$ cat config.mk
export PLATFORM = sky130hd
export DESIGN_NAME = usrt_rx
export DESIGN_NICKNAME = d
export VERILOG_FILES = /design/src/rtl/usrt_pkg.sv /design/src/rtl/usrt_rx_cntr.sv /design/src/rtl/usrt_rx.sv
export SDC_FILE = /design/constraint.sdc
export NUM_CORES = 1
export LEC_CHECK = 0
export ABC_AREA = 1
export CELL_PAD_IN_SITES_DETAIL_PLACEMENT = 0
export CELL_PAD_IN_SITES_GLOBAL_PLACEMENT = 2
export CORE_MARGIN = 10
export CORE_UTILIZATION = 25
export CTS_CLUSTER_DIAMETER = 50
export DETAILED_ROUTE_END_ITERATION = 6
export MAX_ROUTING_LAYER = met4
export PLACE_DENSITY_LB_ADDON = 0.1
export SYNTH_ARGS = -nofsm -noshare
export SYNTH_HDL_FRONTEND = slang
export SYNTH_SLANG_ARGS = --single-unit
$ cat constraint.sdc
create_clock -name clk -period 2.3 [get_ports clk]
set_input_delay 0.69 -clock clk [delete_from_list [all_inputs] [get_ports clk]]
set_output_delay 0.69 -clock clk [all_outputs]
set_load 0.05 [all_outputs]
$ cat src/rtl/usrt_pkg.sv
`default_nettype none
// ============================================================================
// Module  : usrt_pkg
// Purpose : USRT link definitions shared by the transmitter and receiver.
// Rev     : 1.0
// ============================================================================
package usrt_pkg;

  typedef enum logic [1:0] {
    IDLE = 2'd0,
    DATA = 2'd1,
    PAR  = 2'd2,
    STOP = 2'd3
  } usrt_state_e;

  localparam int USRT_DW      = 8;
  localparam bit USRT_PAR_ODD = 1'b0;

  // Bit-counter width; a one-bit word still needs a one-bit counter.
  function automatic int cnt_width(input int dw);
    return (dw > 1) ? $clog2(dw) : 1;
  endfunction

endpackage
`default_nettype wire

$ cat src/rtl/usrt_rx_cntr.sv
`default_nettype none
// ============================================================================
// Module  : usrt_rx_cntr
// Purpose : Data-bit counter of the USRT receiver; flags the last data bit.
// Rev     : 1.0
// ============================================================================
module usrt_rx_cntr
  import usrt_pkg::*;
#(
  parameter int DW = USRT_DW
) (
  input  logic clk,
  input  logic rst,
  input  logic clr,
  input  logic en,
  output logic max
);

  localparam int            CW      = cnt_width(DW);
  localparam logic [CW-1:0] CNT_MAX = CW'(DW - 1);

  logic [CW-1:0] cnt_q;
  logic [CW-1:0] cnt_d;

  always_comb begin
    cnt_d = cnt_q;
    if (clr) begin
      cnt_d = '0;
    end else if (en) begin
      cnt_d = cnt_q + 1'b1;
    end
  end

  always_ff @(posedge clk or posedge rst) begin
    if (rst) begin
      cnt_q <= '0;
    end else begin
      cnt_q <= cnt_d;
    end
  end

  assign max = (cnt_q == CNT_MAX);

endmodule
`default_nettype wire

$ cat src/rtl/usrt_rx.sv
`default_nettype none
// ============================================================================
// Module  : usrt_rx
// Purpose : USRT receiver: strobe-timed frame deserialiser with a one-word
//           holding register, valid/rd handshake and RTS flow control.
// Rev     : 1.0
// ============================================================================
module usrt_rx
  import usrt_pkg::*;
#(
  parameter int DW      = USRT_DW,
  parameter bit PAR_ODD = USRT_PAR_ODD
) (
  input  logic          clk,
  input  logic          rst,
  input  logic          en_usrt,
  input  logic          rxd,
  input  logic          par_en,
  input  logic          rd,
  output logic [DW-1:0] dout,
  output logic          valid,
  output logic          par_err,
  output logic          frm_err,
  output logic          overrun,
  output logic          busy,
  output logic          RTS
);

  usrt_state_e   state_q, state_d;
  logic [DW-1:0] shreg_q, shreg_d;
  logic          par_q, par_d;
  logic          rpar_q, rpar_d;
  logic          perr_q, perr_d;
  logic          ferr_q, ferr_d;
  logic          load_q, load_d;

  logic [DW-1:0] dout_q, dout_d;
  logic          valid_q, valid_d;
  logic          par_err_q, par_err_d;
  logic          frm_err_q, frm_err_d;
  logic          overrun_q, overrun_d;

  logic          cnt_clr;
  logic          cnt_en;
  logic          cnt_max;
  logic [DW-1:0] shreg_shift;

  usrt_rx_cntr #(
    .DW (DW)
  ) u_cntr (
    .clk (clk),
    .rst (rst),
    .clr (cnt_clr),
    .en  (cnt_en),
    .max (cnt_max)
  );

  // Right shift: the first (LSB) data bit ends up in bit 0.
  generate
    if (DW == 1) begin : g_shift_one
      assign shreg_shift = rxd;
    end else begin : g_shift_multi
      assign shreg_shift = {rxd, shreg_q[DW-1:1]};
    end
  endgenerate

  always_comb begin
    state_d = state_q;
    shreg_d = shreg_q;
    par_d   = par_q;
    rpar_d  = rpar_q;
    perr_d  = perr_q;
    ferr_d  = ferr_q;
    load_d  = 1'b0;
    cnt_clr = 1'b0;
    cnt_en  = 1'b0;
    if (en_usrt) begin
      case (state_q)
        IDLE: begin
          if (!rxd) begin
            state_d = DATA;
            cnt_clr = 1'b1;
            par_d   = par_en;
            rpar_d  = 1'b0;
            perr_d  = 1'b0;
          end
        end
        DATA: begin
          shreg_d = shreg_shift;
          rpar_d  = rpar_q ^ rxd;
          cnt_en  = 1'b1;
          if (cnt_max) begin
            state_d = par_q ? PAR : STOP;
          end
        end
        PAR: begin
          perr_d  = rpar_q ^ rxd ^ PAR_ODD;
          state_d = STOP;
        end
        STOP: begin
          ferr_d  = ~rxd;
          load_d  = 1'b1;
          state_d = IDLE;
        end
        default: state_d = IDLE;
      endcase
    end
  end

  // Holding register: a load may be accepted in the same cycle the consumer reads.
  always_comb begin
    dout_d    = dout_q;
    valid_d   = valid_q;
    par_err_d = par_err_q;
    frm_err_d = frm_err_q;
    overrun_d = overrun_q;
    if (load_q) begin
      if (!valid_q || rd) begin
        dout_d    = shreg_q;
        par_err_d = perr_q;
        frm_err_d = ferr_q;
        valid_d   = 1'b1;
        if (rd) begin
          overrun_d = 1'b0;
        end
      end else begin
        overrun_d = 1'b1;
      end
    end else if (rd && valid_q) begin
      valid_d   = 1'b0;
      overrun_d = 1'b0;
    end
  end

  always_ff @(posedge clk or posedge rst) begin
    if (rst) begin
      state_q   <= IDLE;
      shreg_q   <= '0;
      par_q     <= 1'b0;
      rpar_q    <= 1'b0;
      perr_q    <= 1'b0;
      ferr_q    <= 1'b0;
      load_q    <= 1'b0;
      dout_q    <= '0;
      valid_q   <= 1'b0;
      par_err_q <= 1'b0;
      frm_err_q <= 1'b0;
      overrun_q <= 1'b0;
    end else begin
      state_q   <= state_d;
      shreg_q   <= shreg_d;
      par_q     <= par_d;
      rpar_q    <= rpar_d;
      perr_q    <= perr_d;
      ferr_q    <= ferr_d;
      load_q    <= load_d;
      dout_q    <= dout_d;
      valid_q   <= valid_d;
      par_err_q <= par_err_d;
      frm_err_q <= frm_err_d;
      overrun_q <= overrun_d;
    end
  end

  assign dout    = dout_q;
  assign valid   = valid_q;
  assign par_err = par_err_q;
  assign frm_err = frm_err_q;
  assign overrun = overrun_q;
  assign busy    = (state_q != IDLE);
  assign RTS     = ~valid_q;

endmodule
`default_nettype wire

==> summary.md, run 1 <==
| Metric | Value |
|---|---|
| Status | finished, final reports clean |
| CP endpoint kind | primary output |
| Non-filler cells, final | 246 |
| Mapped Cells | 151 |
| WP data required | around 1.6 ns |
| Die footprint | 8800 sq um |
| Drt pass-1 iters | 4 |
| Worst hold slack | 0.474 ns |
| # DRC | 0 |
| Post-synth EDFFs | 0 |
| Tmin final | 2.18 ns |
| Critical Path Source Type | flop |
| Vias in the first global route | 1007 |
| Clk sink count | 30 |
| Vias | 994 |
| Sequential area share after synthesis | 55.1% |
| Antenna Violating Nets Remaining | 0 |
| GRT Util Overall | 6.99% |
| Synth Register Bits | 30 |
| WL final | between 2 and 3 mm |
| Antenna violations before repair | 0 |
| TritonCTS clock tree | built |
| Synthesis warning total | 0 |
| Die Y | 93.8 um |
| Placement Cell Area | about 1600 sq um |
| Initial DRC Count | 36 |
| Final Cycle Share | 95.0% |
| Avg Vias per Cell | between 4 and 5 |
| CTS buffer count | 5 |
| Placeable Area | 5200 sq um |
| Relative slew margins | 66.4% |
| Gr ovfl total | 0 |
| Max stage delay on crit path | 0.82 ns |
| Final TNS setup | 0 ns |
| Clock transition at path regs | 0.06 ns |
| Syn avg cell area | 9.02 sq um |
| Final GP Congestion | 0.736 |
| Largest net degree at the start of global routing | 31 |
| Worst-Skew Late Latency | 0.28 ns |
| CP Max Fanout | 4 |
| Min-delay worst type | flop to flop |
| Starting density of the core | 26.2% |
| CTS resizes | 0 |
| Share of cells above drive strength 1 | 11.9% |
| Count leader, synth | nand2_1 |
| Hold-fix buffers, CTS | 0 |
| PwrDens | between 1000 and 1500 nW/um^2 |
| Post-CTS Setup Bufs | 0 |
| WL/cell | 11.1 um |
| Peak VDD IR | 444 uV |
| Row count | 26 |
| Leakage | approximately 0.87 nW |
| Max-slew violation count | 0 |
| Post-Syn Nets | 164 |
| Top cell type's share of synthesized area | 55.1% |
| Boundary Pins | 20 |
| Placed cells | 239 |
| Top FF cell, synth | dfrtp_1 |
| Post-synth cell types | 14 |
| H-tree lvl count | 2 |
| Critical path buffers and inverters | 1 |
| Crit path DAT | 1.49 ns |
| Synth cell count leaders | nand2_1 (45), dfrtp_1 (30), inv_1 (23) |
| First-pass GRT wire length | approximately 4.6 mm |
| Crit Path Category | flop to primary output |
| IO Port Bufs | 19 |
| RSZ-0062 raised after global routing | no |
| Area grow syn2layout | 25.8% |
| Root Buffer | clkbuf_8 |
| Synth Cell Area | 1360 sq um |
| Worst-margin pin slew | 0.503 ns |
| Delay-heaviest family, CP | buffers and inverters |
| Yosys top cell by area | dfrtp_1 |
| Clock buffer depth | 2 |
| Pwr Total | 2.33 mW |
| Endpoints failing setup | 0 |
| Final Cell Area | between 1500 and 2000 sq um |
| Max-cap violations | 0 |
| Clk_skew | 0.00635 ns |
| CP cell instances | clkdlybuf4s50_1 |
| Final hold vios | 0 |
| Ys async rst share | 100% |
| FMAX | 458 MHz |
| Crit-path slowest cell | clkdlybuf4s50_1 |
| Die X | 93.8 um |
| Post-DP HPWL | 2.06 mm |
| Synth top area cells | dfrtp_1 (55%), nand2_1 (12%), ha_1 (6.4%) |
| # diodes | 0 |
| Final net count | 189 |
==> registers in the layout, summed over array words and instances, names as in the netlist <==
name / flops
perr_q: 1
overrun: 1
shreg_q: 8
dout: 8
rpar_q: 1
ferr_q: 1
state_q: 2
par_q: 1
u_cntr.cnt_q: 3
frm_err: 1
load_q: 1
valid: 1
par_err: 1
==> cell families (layout without fill, tap and decap cells) <==
group                    after synthesis  after routing  synth area share [%]
flip-flops                            30             30                  55.1
AND/OR/NAND/NOR                       66             66                  20.1
AO/OA/AOI/OAI                         21             21                  9.65
buffers and inverters                 27             52                  8.64
adder cells (fa/ha/maj)                7              7                  6.43
==> placed cells by master, fill, tap and decap left out <==
master / Yosys / routed
clkbuf_8: 0 / 5
o21ai_0: 11 / 11
clkdlybuf4s50_1: 0 / 17
nor2_1: 6 / 6
nand3_1: 13 / 13
nand2_2: 1 / 1
a21oi_1: 3 / 3
inv_1: 23 / 23
o21ai_2: 7 / 7
clkinv_2: 0 / 2
dfrtp_1: 30 / 30
nand2_4: 1 / 1
nand2_1: 45 / 45
ha_1: 7 / 7
inv_2: 1 / 1
buf_4: 0 / 3
buf_12: 0 / 1
==> layer usage <==
metal	wire length, um	GRT usage [%]
met5	0	-
met4	59	3.42
met3	131	2.72
met2	1350	11.2
met1	1190	7.41
==> layout make-up <==
| type | count | area (sq um) |
|---|---|---|
| fill | 559 | 3490 |
| sequential | 30 | 751 |
| multi-input combinational | 94 | 493 |
| timing repair buffer | 21 | 213 |
| inverter | 24 | 90.1 |
| tap | 70 | 87.6 |
| clock buffer | 5 | 68.8 |
| clock inverter | 2 | 10.0 |
==> final timing paths <==
kind	depth (start not counted)	slack, ns	start	end
worst max-delay path	1	0.12	valid	valid
max in group asynchronous	3	1.21	rst	u_cntr.cnt_q[0]
worst max register to register	6	0.88	state_q[1]	shreg_q[2]
worst min-delay path	2	0.47	frm_err	frm_err
worst min register to register	2	0.47	frm_err	frm_err
min in group asynchronous	3	0.79	rst	dout[4]
==> where the power goes <==
part           switching, mW  internal, mW
clock                  0.192         0.202
sequential             0.126         0.727
combinational          0.707         0.373
==> metrics by stage <==
step / utilization, % / worst slack [ns]
6_report: 32.9 / 0.116
5_1_grt: 32.9 / 0.0615
4_1_cts: 32.9 / 0.0938
3_5_place_dp: 31.4 / 0.403
3_3_place_gp: 31.4 / 0.414
2_1_floorplan: - / 0.559
Note: power is estimated with default switching activity, not from simulation.
==> inputs of run 2 (changes only) <==
- CORE_MARGIN: 10 -> default
==> run 2 against run 1 <==
First-iteration DRC count increased by 67%. Critical path depth unchanged. Cell count increased by 0.41%. Clock-buffer cell count increased by 2. Critical path type unchanged.
==> summary.md, run 2 (same netlist as run 1, synthesis figures left out) <==
| Metric | Value |
|---|---|
| Share of cells above drive strength 1 | 11.9% |
| Crit-path slowest cell | clkdlybuf4s50_1 |
| Max-cap violations | 0 |
| Clock transition at path regs | about 0.07 ns |
| Worst-margin pin slew | 0.495 ns |
| Area grow syn2layout | 26.7% |
| Boundary Pins | 20 |
| Clock buffer depth | 2 |
| GRT Util Overall | between 10% and 20% |
| Clk sink count | 30 |
| Peak VDD IR | 521 uV |
| Die Y | 75.8 um |
| WL final | approximately 2.6 mm |
| Delay-heaviest family, CP | buffers and inverters |
| Final net count | ~190 |
| WL/cell | between 10 and 15 um |
| Vias | 999 |
| Status | finished, final reports clean |
| Worst-Skew Late Latency | about 0.28 ns |
| CTS buffer count | 5 |
| Register Area | between 700 and 800 sq um |
| Post-CTS Setup Bufs | 0 |
| Leakage | 0.870 nW |
| Avg Vias per Cell | 4.04 |
| Endpoints failing setup | 0 |
| Largest net degree at the start of global routing | 31 |
| Area of the multi-input gates | 493 sq um |
| Placeable Area | a little over 5000 sq um |
| Critical Path Source Type | flop |
| PwrDens | 1360 nW/um^2 |
| Hold-fix buffers, CTS | 0 |
| Fillers | 542 |
| Tmin final | roughly 2.2 ns |
| Final GP Congestion | between 0.6 and 0.7 |
| Post-DP HPWL | 1.84 mm |
| Crit path DAT | 1.50 ns |
| Drt pass-1 iters | 4 |
| Max stage delay on crit path | 0.82 ns |
| WP data required | 1.61 ns |
| IO Port Bufs | 19 |
| First-pass GRT wire length | 4.57 mm |
| TritonCTS clock tree | built |
| Initial DRC Count | 60 |
| CTS resizes | 0 |
| # DRC | 0 |
| Final hold vios | 0 |
| Die footprint | 5740 sq um |
| # diodes | 0 |
| Pwr Total | 2.35 mW |
| Most frequent cells in the layout | nand2_1 (45), dfrtp_1 (30), inv_1 (23) |
| Crit Path Category | flop to primary output |
| CP cell instances | clkdlybuf4s50_1 |
| Max-slew violation count | 0 |
| Critical path buffers and inverters | 1 |
| Antenna violations before repair | 0 |
| Vias in the first global route | 1024 |
| Commonest non-fill, non-tap cell in the layout | nand2_1 |
| CP endpoint kind | primary output |
| Gr ovfl total | 0 |
| Clk_skew | 0.00639 ns |
| H-tree lvl count | 2 |
| Starting density of the core | 26.3% |
| Relative slew margins | 66.9% |
| Die X | ~76 um |
| Min-delay worst type | flop to flop |
| Final Cycle Share | 95.3% |
| Antenna Violating Nets Remaining | 0 |
| Root Buffer | clkbuf_8 |
| RSZ-0062 raised after global routing | no |
| Final TNS setup | 0 ns |
| CP Max Fanout | 4 |
| Row count | 26 |
| FMAX | 456 MHz |
[run 2: cell types whose count changed in the layout (fill, tap and decap cells not counted), sizes merged]
cell | previous run | this run
clkinv | 2 | 1
clkbuf | 5 | 7
[run 2: area by class of cell]
type	count	area share [%]
multi-input combinational	94	28.6
clock inverter	1	0.290
tap	70	5.08
clock buffer	7	5.00
sequential	30	43.5
timing repair buffer	21	12.3
inverter	24	5.22
[run 2: stage by stage]
| step | instances | setup WS (ns) | utilization [%] | cell area, sq um | hold slack, ns |
|---|---|---|---|---|---|
| after floorplan | 151 | 0.559 | - | 1360 | 0.453 |
| after global placement | 239 | 0.421 | 31.6 | 1630 | 0.453 |
| after detailed placement | 239 | 0.402 | 31.6 | 1630 | 0.460 |
| after CTS | 247 | 0.0894 | 33.4 | 1730 | 0.477 |
| after global routing | 247 | 0.0601 | 33.4 | 1730 | 0.499 |
| final | 247 | 0.108 | 33.4 | 1730 | 0.472 |
[run 2: report_power, final]
group	leakage (nW)	switching [mW]	internal [mW]
logic	0.428	0.699	0.372
registers	0.394	0.124	0.727
clock network	0.0482	0.190	0.241
total	0.870	1.01	1.34
[run 2: worst min-delay path: stages (launching register included)]
cell     delay (ns)
dfrtp_1        0.34
nand2_1        0.05
nand2_1        0.05
[run 2: layer usage]
layer | part of all wire [%] | vias to the layer above | track usage (%) | wire (um)
met5 | 0 | - | - | 0
met2 | 50 | 14 | 18.9 | 1290
met1 | 45 | 463 | 12.4 | 1170
met3 | 3.5 | 7 | 3.97 | 91
li1 | - | 515 | - | -
met4 | 1.8 | 0 | 4.94 | 47
[run 2: final timing paths]
check | start | end | slack, ns | cells past startpoint
setup / recovery | valid | valid | 0.11 | 1
hold / removal | dout[0] | dout[0] | 0.47 | 2
setup reg to reg | state_q[1] | shreg_q[7] | 0.88 | 6
hold reg to reg | dout[0] | dout[0] | 0.47 | 2
max in group asynchronous | rst | shreg_q[3] | 1.21 | 3
min in group asynchronous | rst | frm_err | 0.80 | 3
